**src/rtl/issue_scoreboard.sv**
```systemverilog
// issue_scoreboard
//   Decode-stage hazard controller. Keeps a pending-writer count per
//   architectural register. It checks each decoded uop's sources and
//   destination against those counts. It raises source_not_ready so the
//   decoder holds the uop and presents it again. A small FSM measures how
//   long the decoder has been held, so that a deadlock can be detected.
//
// Ports
//   clk, reset                    system clock, async active-high reset
//   system_stall, system_flush    downstream stall (blocks issue) / flush (clears tracking)
//   dec_uop_valid                 decoder uop valid
//   rs1/rs2/rd (+ *_valid)        decoded operand addresses and use flags
//   wb_valid, wb_rd               register-file writeback
//   source_not_ready              combinational hazard back to the decoder
//   issue_fire                    uop accepted this cycle
//   busy_vec                      per-register "pending count nonzero", from registered counts
//   stall_cycles, stall_timeout   consecutive stall length (saturating) and limit flag
//   wb_underflow                  sticky: writeback to a register with no pending writer
//
// FSM
//   state | meaning
//   IDLE  | decoder not held by a hazard
//   STALL | decoder held by a hazard; stall_cycles counting

module issue_scoreboard #(
  parameter int NUM_REGS       = 32,
  parameter int REG_ADDR_WIDTH = 5,
  parameter int CNT_WIDTH      = 2,
  parameter int STALL_LIMIT    = 255
) (
  input  logic                      clk,
  input  logic                      reset,
  input  logic                      system_stall,
  input  logic                      system_flush,
  input  logic                      dec_uop_valid,
  input  logic [REG_ADDR_WIDTH-1:0] rs1,
  input  logic [REG_ADDR_WIDTH-1:0] rs2,
  input  logic [REG_ADDR_WIDTH-1:0] rd,
  input  logic                      rs1_valid,
  input  logic                      rs2_valid,
  input  logic                      rd_valid,
  input  logic                      wb_valid,
  input  logic [REG_ADDR_WIDTH-1:0] wb_rd,
  output logic                      source_not_ready,
  output logic                      issue_fire,
  output logic [NUM_REGS-1:0]       busy_vec,
  output logic [7:0]                stall_cycles,
  output logic                      stall_timeout,
  output logic                      wb_underflow
);

  typedef enum logic {IDLE = 1'b0, STALL = 1'b1} state_t;

  localparam logic [CNT_WIDTH-1:0] CNT_MAX   = '1;
  localparam logic [CNT_WIDTH-1:0] CNT_ONE   = CNT_WIDTH'(1);
  localparam logic [7:0]           STALL_MAX = 8'(STALL_LIMIT);

  state_t                state_q, state_d;
  logic [CNT_WIDTH-1:0]  cnt_q [NUM_REGS];
  logic [CNT_WIDTH-1:0]  cnt_d [NUM_REGS];
  logic [7:0]            stall_cycles_q, stall_cycles_d;
  logic                  stall_timeout_q, stall_timeout_d;
  logic                  wb_underflow_q, wb_underflow_d;

  logic                  rs1_busy, rs2_busy, rd_full;
  logic                  hazard;
  logic                  fire;
  logic [NUM_REGS-1:0]   inc_vec, dec_vec;

  // Hazard detection. A writeback retiring the last pending writer of a
  // source is bypassed by the register file, so that source is not busy.
  // A full destination counter can still take a new writer if a writeback
  // to it frees a slot in the same cycle.
  always_comb begin
    rs1_busy = (cnt_q[rs1] != '0) &&
               !(wb_valid && (wb_rd == rs1) && (cnt_q[rs1] == CNT_ONE));
    rs2_busy = (cnt_q[rs2] != '0) &&
               !(wb_valid && (wb_rd == rs2) && (cnt_q[rs2] == CNT_ONE));
    rd_full  = (cnt_q[rd] == CNT_MAX) && !(wb_valid && (wb_rd == rd));
    hazard   = dec_uop_valid &&
               ((rs1_valid && (rs1 != '0) && rs1_busy) ||
                (rs2_valid && (rs2 != '0) && rs2_busy) ||
                (rd_valid  && (rd  != '0) && rd_full));
    fire     = dec_uop_valid && !hazard && !system_stall && !system_flush && !reset;
  end

  // Pending-count update. When an issue and a writeback hit the same
  // register, the two cancel.
  always_comb begin
    inc_vec = '0;
    dec_vec = '0;
    for (int r = 1; r < NUM_REGS; r++) begin
      inc_vec[r] = fire && rd_valid && (rd == REG_ADDR_WIDTH'(r));
      dec_vec[r] = wb_valid && (wb_rd == REG_ADDR_WIDTH'(r)) && (cnt_q[r] != '0);
    end
  end

  always_comb begin
    for (int r = 0; r < NUM_REGS; r++) begin
      cnt_d[r] = cnt_q[r];
      if (system_flush) begin
        cnt_d[r] = '0;
      end else if (inc_vec[r] && !dec_vec[r]) begin
        cnt_d[r] = cnt_q[r] + CNT_ONE;
      end else if (dec_vec[r] && !inc_vec[r]) begin
        cnt_d[r] = cnt_q[r] - CNT_ONE;
      end
    end
  end

  // Underflow is sticky through flush. Only reset clears it.
  always_comb begin
    wb_underflow_d = wb_underflow_q ||
                     (!system_flush && wb_valid && (wb_rd != '0) && (cnt_q[wb_rd] == '0));
  end

  // FSM: next state
  always_comb begin
    state_d = state_q;
    if (system_flush) begin
      state_d = IDLE;
    end else begin
      unique case (state_q)
        IDLE:    if (hazard)  state_d = STALL;
        STALL:   if (!hazard) state_d = IDLE;
        default: state_d = IDLE;
      endcase
    end
  end

  // FSM: outputs and stall-length tracking
  always_comb begin
    stall_cycles_d = '0;
    if (state_d == STALL) begin
      if (state_q == IDLE) begin
        stall_cycles_d = 8'd1;
      end else if (stall_cycles_q != STALL_MAX) begin
        stall_cycles_d = stall_cycles_q + 8'd1;
      end else begin
        stall_cycles_d = stall_cycles_q;
      end
    end
    stall_timeout_d  = (stall_cycles_d == STALL_MAX);

    source_not_ready = hazard && !reset;
    issue_fire       = fire;
    stall_cycles     = stall_cycles_q;
    stall_timeout    = stall_timeout_q;
    wb_underflow     = wb_underflow_q;
    for (int r = 0; r < NUM_REGS; r++) begin
      busy_vec[r] = (cnt_q[r] != '0);
    end
  end

  // FSM: state register
  always_ff @(posedge clk or posedge reset) begin
    if (reset) begin
      state_q         <= IDLE;
      stall_cycles_q  <= '0;
      stall_timeout_q <= 1'b0;
    end else begin
      state_q         <= state_d;
      stall_cycles_q  <= stall_cycles_d;
      stall_timeout_q <= stall_timeout_d;
    end
  end

  always_ff @(posedge clk or posedge reset) begin
    if (reset) begin
      for (int r = 0; r < NUM_REGS; r++) begin
        cnt_q[r] <= '0;
      end
      wb_underflow_q <= 1'b0;
    end else begin
      for (int r = 0; r < NUM_REGS; r++) begin
        cnt_q[r] <= cnt_d[r];
      end
      wb_underflow_q <= wb_underflow_d;
    end
  end

endmodule

```
**config.mk**
```make
export PLATFORM = sky130hd
export DESIGN_NAME = issue_scoreboard
export DESIGN_NICKNAME = d
export VERILOG_FILES = /design/src/rtl/issue_scoreboard.sv
export SDC_FILE = /design/constraint.sdc
export NUM_CORES = 1
export LEC_CHECK = 0
export CORE_MARGIN = 2
export CORE_UTILIZATION = 60
export CTS_BUF_LIST = sky130_fd_sc_hd__clkbuf_2 sky130_fd_sc_hd__clkbuf_4 sky130_fd_sc_hd__clkbuf_8
export CTS_CLUSTER_SIZE = 14
export DETAILED_ROUTE_END_ITERATION = 10
export GPL_ROUTABILITY_DRIVEN = 0
export GPL_TIMING_DRIVEN = 0
export PLACE_DENSITY_LB_ADDON = 0.05
export SLEW_MARGIN = 20
export SYNTH_ARGS = -nofsm -noshare
export SYNTH_HDL_FRONTEND = slang
export SYNTH_SLANG_ARGS = --single-unit
```
**constraint.sdc**
```tcl
create_clock -name clk -period 7.98 [get_ports clk]
set_input_delay 1.596 -clock clk [delete_from_list [all_inputs] [get_ports clk]]
set_output_delay 1.596 -clock clk [all_outputs]
set_load 0.005 [all_outputs]
```
Yosys cells after proc, flatten, opt, wreduce, memory -nomap -nowiden:

Cells that the tools add are included.

* add/sub/neg operators: 63
* multipliers: 0
* div/mod/pow operators: 0
* $lt $le $gt $ge: 4
* equal/unequal tests: 70
* shift-type cells: 0
* muxes and demuxes: 110
* bitwise operators: 4
* reductions and logical operators: 320

Operators with widths (number)
* 2-bit 2-to-1 mux: 101
* 1-bit logical AND: 179
* 5-bit equality test, second input constant: 32
* 3-bit nonzero test: 31
* 5-bit by 4-bit equality test with 1-bit output, second input constant: 16
* 1-bit zero test: 69
* 2-bit nonzero test: 33
* 2-bit by 1-bit adder with 2-bit output, second input constant: 31
* 2-bit by 1-bit subtractor with 2-bit output, second input constant: 31
* 2-bit binary-select mux with 5-bit select: 4
* 5-bit by 3-bit equality test with 1-bit output, second input constant: 8
* 6-bit greater-or-equal comparator, second input constant: 4
* 8-bit 2-to-1 mux: 3
* 5-bit inverter with 6-bit output: 4
* 5-bit by 2-bit equality test with 1-bit output, second input constant: 4
* 5-bit nonzero test: 4
* 5-bit equality test: 3
* 5-bit by 1-bit equality test with 1-bit output, second input constant: 2
* 8-bit by 1-bit adder with 8-bit output, second input constant: 1
* 8-bit equality test, second input constant: 1
* 8-bit != test, second input constant: 1
* 2-bit by 1-bit equality test with 1-bit output, second input constant: 2
* 1-bit logical OR: 3
* 2-bit equality test, second input constant: 1
* other kinds (2): 3

* register bits after elaboration: 73
* bits in latches: 0
* memory bits (writable): 0
* bits in read-only memories: 0
* output and inout port bits: 44
* word-level logic and storage cells: 606
* memories: 0

Longest topological paths before layout:

* word-level depth: 24
* depth in mapped cells: 11
* mapped depth without buffers: 8

Worst setup path after synthesis:

No wires, ideal clock.

* path kind: input to output
* start point: in rs2[0]
* end point: out issue_fire
* arrival time: 3.775 ns
* data required time: 6.384 ns
* path slack: 2.609 ns
* cell stages on the path: 9
* path buffers: 2
* cells stage by stage: buf_4 -> mux4_2 -> mux2_2 -> a211oi_2 -> a211oi_1 -> a21o_1 -> nor3_2 -> buf_2 -> and2_1

* cells in the longest elaborated chain, start to end: 17

RTL lines
* start: declaration: RTL line 37 `input logic [REG_ADDR_WIDTH-1:0] rs2,`
* 5-bit inverter with 6-bit output (implied by the code): RTL line 77, 78
* 2-bit binary-select mux with 5-bit select: RTL line 77, 78
* 2-bit 2-to-1 mux (implied by the code) (2 in series): RTL line 77, 78
* 2-bit by 1-bit equality test with 1-bit output: RTL line 78 `!(wb_valid && (wb_rd == rs2) && (cnt_q[rs2] == CNT_ONE));`
* 1-bit logical AND: RTL line 78
* 1-bit zero test: RTL line 78
* 1-bit logical AND: RTL line 77 `rs2_busy = (cnt_q[rs2] != '0) &&`
* 1-bit logical AND *: RTL line 82 `(rs2_valid && (rs2 != '0) && rs2_busy) ||`
* 1-bit logical OR *: RTL line 81 `((rs1_valid && (rs1 != '0) && rs1_busy) ||`
* 1-bit logical OR *: RTL line 82
* 1-bit logical AND *: RTL line 80 `hazard = dec_uop_valid &&`
* 1-bit zero test *
* 1-bit logical AND * (4 in series): RTL line 84 `fire = dec_uop_valid && !hazard && !system_stall && !system_flush && !reset;`
* end: declaration: RTL line 45 `output logic issue_fire,`

Mark *: on every way between the ends. The rest lies on a longest branch, timed or not. The select of a mux whose other input is x is not followed.

Worst setup path after layout:

* start point: in rd[1]
* end point: out issue_fire

* cells in the longest elaborated chain, start to end: 14

RTL lines
* start: declaration: RTL line 38 `input logic [REG_ADDR_WIDTH-1:0] rd,`
* 5-bit inverter with 6-bit output (implied by the code): RTL line 79 `rd_full = (cnt_q[rd] == CNT_MAX) && !(wb_valid && (wb_rd == rd));`
* 2-bit binary-select mux with 5-bit select: RTL line 79
* 2-bit 2-to-1 mux (implied by the code) (2 in series): RTL line 79
* 2-bit equality test: RTL line 79
* 1-bit logical AND: RTL line 79
* 1-bit logical AND *: RTL line 83 `(rd_valid && (rd != '0) && rd_full));`
* 1-bit logical OR *: RTL line 82
* 1-bit logical AND *: RTL line 80
* 1-bit zero test *
* 1-bit logical AND * (4 in series): RTL line 84

Marked as above.

==> results_dict.tcl <==
set metrics [dict create \
    r2r_cells 8 \
    clk_latency_ns 0.38 \
    ys_top_cells_by_area "sky130_fd_sc_hd__dfrtp_1, sky130_fd_sc_hd__mux4_2, sky130_fd_sc_hd__a21oi_1" \
    fp.dieArea_um2 12000 \
    synthesis_warning_total 0 \
    synthTopCellsByCount "sky130_fd_sc_hd__nand2_1, sky130_fd_sc_hd__dfrtp_1, sky130_fd_sc_hd__a21oi_1" \
    cts_buffers 9 \
    ctsResizeCount 0 \
    finalMaxSlewViolations 0 \
    final_core_util_pct 70.6 \
    placement_rows 38 \
    rsz0062_at_grt "no" \
    drt_first_pass_iters 6 \
    via_count 7621 \
    grt_use_total_pct 43.7 \
    final-hold-violation-count 0 \
    post-route-period-util_pct 89.7 \
    status "complete, no violations" \
    cts_sinks 73 \
    synth_fp_nets 824 \
    port-buffer-count 60 \
    detailed_placement_wirelength_estimate_um 18600 \
    power_density_over_the_cells_nw_per_um2 102 \
    maximum_buffer_depth_of_the_clock_tree 2 \
    share_of_layout_cells_above_drive_strength_1_pct 14.5 \
    post-cts-setup-buffers 0 \
    synthFlopType "sky130_fd_sc_hd__dfrtp_1" \
    slew-limit-headroom_pct 31.4 \
    die_height_um 110 \
    worst_hold_startpoint "wb_underflow" \
    clock_transition_at_the_register_clock_pins_on_the_worst_setup_and_hold_paths_after_cts_ns 0.08 \
    static-leakage-power_nw 2.95 \
    achievable-frequency_mhz 140 \
    first_pass_grt_wire_length_um 38900 \
    fin_nets 896 \
    drv.max_cap_violation_count 0 \
    drt_drc_violations_left 0 \
    fraction_of_the_yosys_area_taken_by_sequential_cells_pct 27.2 \
    arrival_time_at_the_worst_endpoint_ns 5.56 \
    chipWidth_um 110 \
    gr-total-overflow 0 \
    synth_largest_type_area_fraction_pct 27.2 \
    worst_setup_sp_type "input pin" \
    drt.antenna.violating_nets 0 \
    finalPower_w 0.000783 \
    io_pins 73 \
    synth_most_common_cell "sky130_fd_sc_hd__nand2_1" \
    cts_htree_levels 3 \
    peakVddDrop_mv 0.112 \
    synthesis.instances 794 \
    maximum_number_of_pins_on_one_net_before_global_route_repair 52 \
    syn_area_um2 6710 \
    wl_per_cell_um 25.3 \
    regToRegEndpoint "stall_cycles[2]" \
    synth_register_bits 73 \
    netlist-cell-type-count 62 \
    antenna_cells_inserted 0 \
    clock_tree_from_tritoncts "done" \
    synth_top_area_cell "sky130_fd_sc_hd__dfrtp_1" \
    detail_route.vias_per_cell 7.55 \
    first_global_vias 7263 \
    worst_path_max_fanout 10 \
    placeableCoreArea_um2 10900 \
    hold_path.class "reg2reg" \
    postRouteWirelength_um 25500 \
    worst_slew_pin_slew_ns 1.02 \
    grt_antenna_before_repair 0 \
    initial_standard_cell_utilization_of_the_core_pct 61.6 \
    synthArstFlopShare_pct 100 \
    tns_ns 0 \
    worst_hold_path.endpoint "wb_underflow" \
    final.min_clock_period_ns 7.16 \
    reg2reg_from "cnt_q[50]" \
    area_delta_synth_final_pct 14.5 \
    setup_viol 0 \
    required_worst_endpoint_ns 6.38 \
    timing.critical_path.to_type "output pin" \
    postCtsHoldBufs 0 \
    timing.reg2reg.setup_slack_ns 4.32 \
    drt_first_iter_violations 1192 \
    syn_area_per_cell_um2 8.45 \
    final.setup_skew_ns 0.0142 \
    critical_path_class "in2out" \
    synth_enable_flop_cells 0 \
    cts_root_buf "sky130_fd_sc_hd__clkbuf_8" \
    hold-path-cell-count 1 \
]
-- worst max-delay path by stage --
stage	end	start
final	issue_fire	rd[1]
after global routing	issue_fire	rs1[1]
after CTS	issue_fire	rd[0]
after detailed placement	issue_fire	rs2[3]
after global placement	issue_fire	rd[0]
after floorplan	issue_fire	rs2[0]
-- critical path: stages --
cell                              delay [ns]
sky130_fd_sc_hd__clkdlybuf4s50_1        0.57
sky130_fd_sc_hd__buf_1                  0.49
sky130_fd_sc_hd__mux4_2                 0.40
sky130_fd_sc_hd__a22o_1                 0.19
sky130_fd_sc_hd__o21ai_0                0.24
sky130_fd_sc_hd__a21oi_1                0.31
sky130_fd_sc_hd__nor3_2                 0.73
sky130_fd_sc_hd__buf_2                  0.38
sky130_fd_sc_hd__and2_1                 0.17
sky130_fd_sc_hd__clkdlybuf4s50_1        0.49
-- layer usage --
metal  wire (um)  up-vias  track usage (%)
met1        9070     3613             54.5
met3        3810      172             18.1
met2       11000      671             63.1
li1            -     3165                -
met5           0        -                0
met4        1630        0             26.4
-- through the flow --
stage / setup WS, ns / hold slack (ns) / instance area, um2 / cells
2_1_floorplan: 2.61 / 0.466 / 6710 / 794
3_3_place_gp: 1.02 / 0.458 / 7490 / 994
3_5_place_dp: 0.934 / 0.488 / 7520 / 995
4_1_cts: 0.938 / 0.507 / 7680 / 1009
5_1_grt: 0.685 / 0.517 / 7680 / 1009
6_report: 0.823 / 0.504 / 7680 / 1009
-- registers in the layout (all words and copies together) (netlist names) --
name           cells
cnt_q             62
stall_cycles       8
stall_timeout      1
state_q            1
wb_underflow       1
-- cells in the final DEF (no fill, tap or decap), drive strengths merged, types with 6 or more instances in the layout --
| cell | instances |
|---|---|
| nand3 | 41 |
| xnor2 | 9 |
| dfrtp | 73 |
| a31oi | 7 |
| a211oi | 22 |
| a221oi | 7 |
| nor3b | 24 |
| and4 | 7 |
| nand2b | 6 |
| nand2 | 92 |
| nor2 | 37 |
| a211o | 7 |
| and2 | 16 |
| inv | 10 |
| o211ai | 27 |
| and3 | 15 |
| a31o | 6 |
| or2 | 31 |
| nor3 | 16 |
| o21ai | 41 |
| clkdlybuf4s50 | 60 |
| a21oi | 70 |
| mux2 | 13 |
| nor4 | 12 |
| mux4 | 33 |
| a22oi | 6 |
| buf | 22 |
| a21o | 12 |
| mux2i | 24 |
| xor2 | 9 |
| clkbuf | 44 |
| nand4 | 20 |
| nor2b | 14 |
-- report_power, final --
group / internal, W / total, W / switching, W
Sequential: 0.000370 / 0.000372 / 0.00000127
Combinational: 0.0000471 / 0.000149 / 0.000102
Clock: 0.000111 / 0.000263 / 0.000151
Total: 0.000529 / 0.000783 / 0.000254
-- layout make-up --
class	count	area, um2
inverters	11	43.8
fillers	892	3200
clock inverters	4	22.5
plain buffers	55	248
multi-input cells	655	4610
repair buffers	61	628
well taps	140	175
clock buffers	10	131
flip-flops and latches	73	1830
-- logic make-up (layout without fill, tap and decap cells) --
family / Yosys count / after routing / synth area share [%]
other: 1 / 1 / 0.0559
buffers and inverters: 66 / 141 / 4.31
adders and majority gates: 1 / 1 / 0.186
DFF: 73 / 73 / 27.2
and+or+nand+nor: 337 / 337 / 26.8
muxes: 70 / 70 / 16.8
AOI/OAI and AO/OA: 228 / 228 / 22.3
xor gates and xnor gates: 18 / 18 / 2.35
No activity file was read; power rests on OpenSTA's default activity.
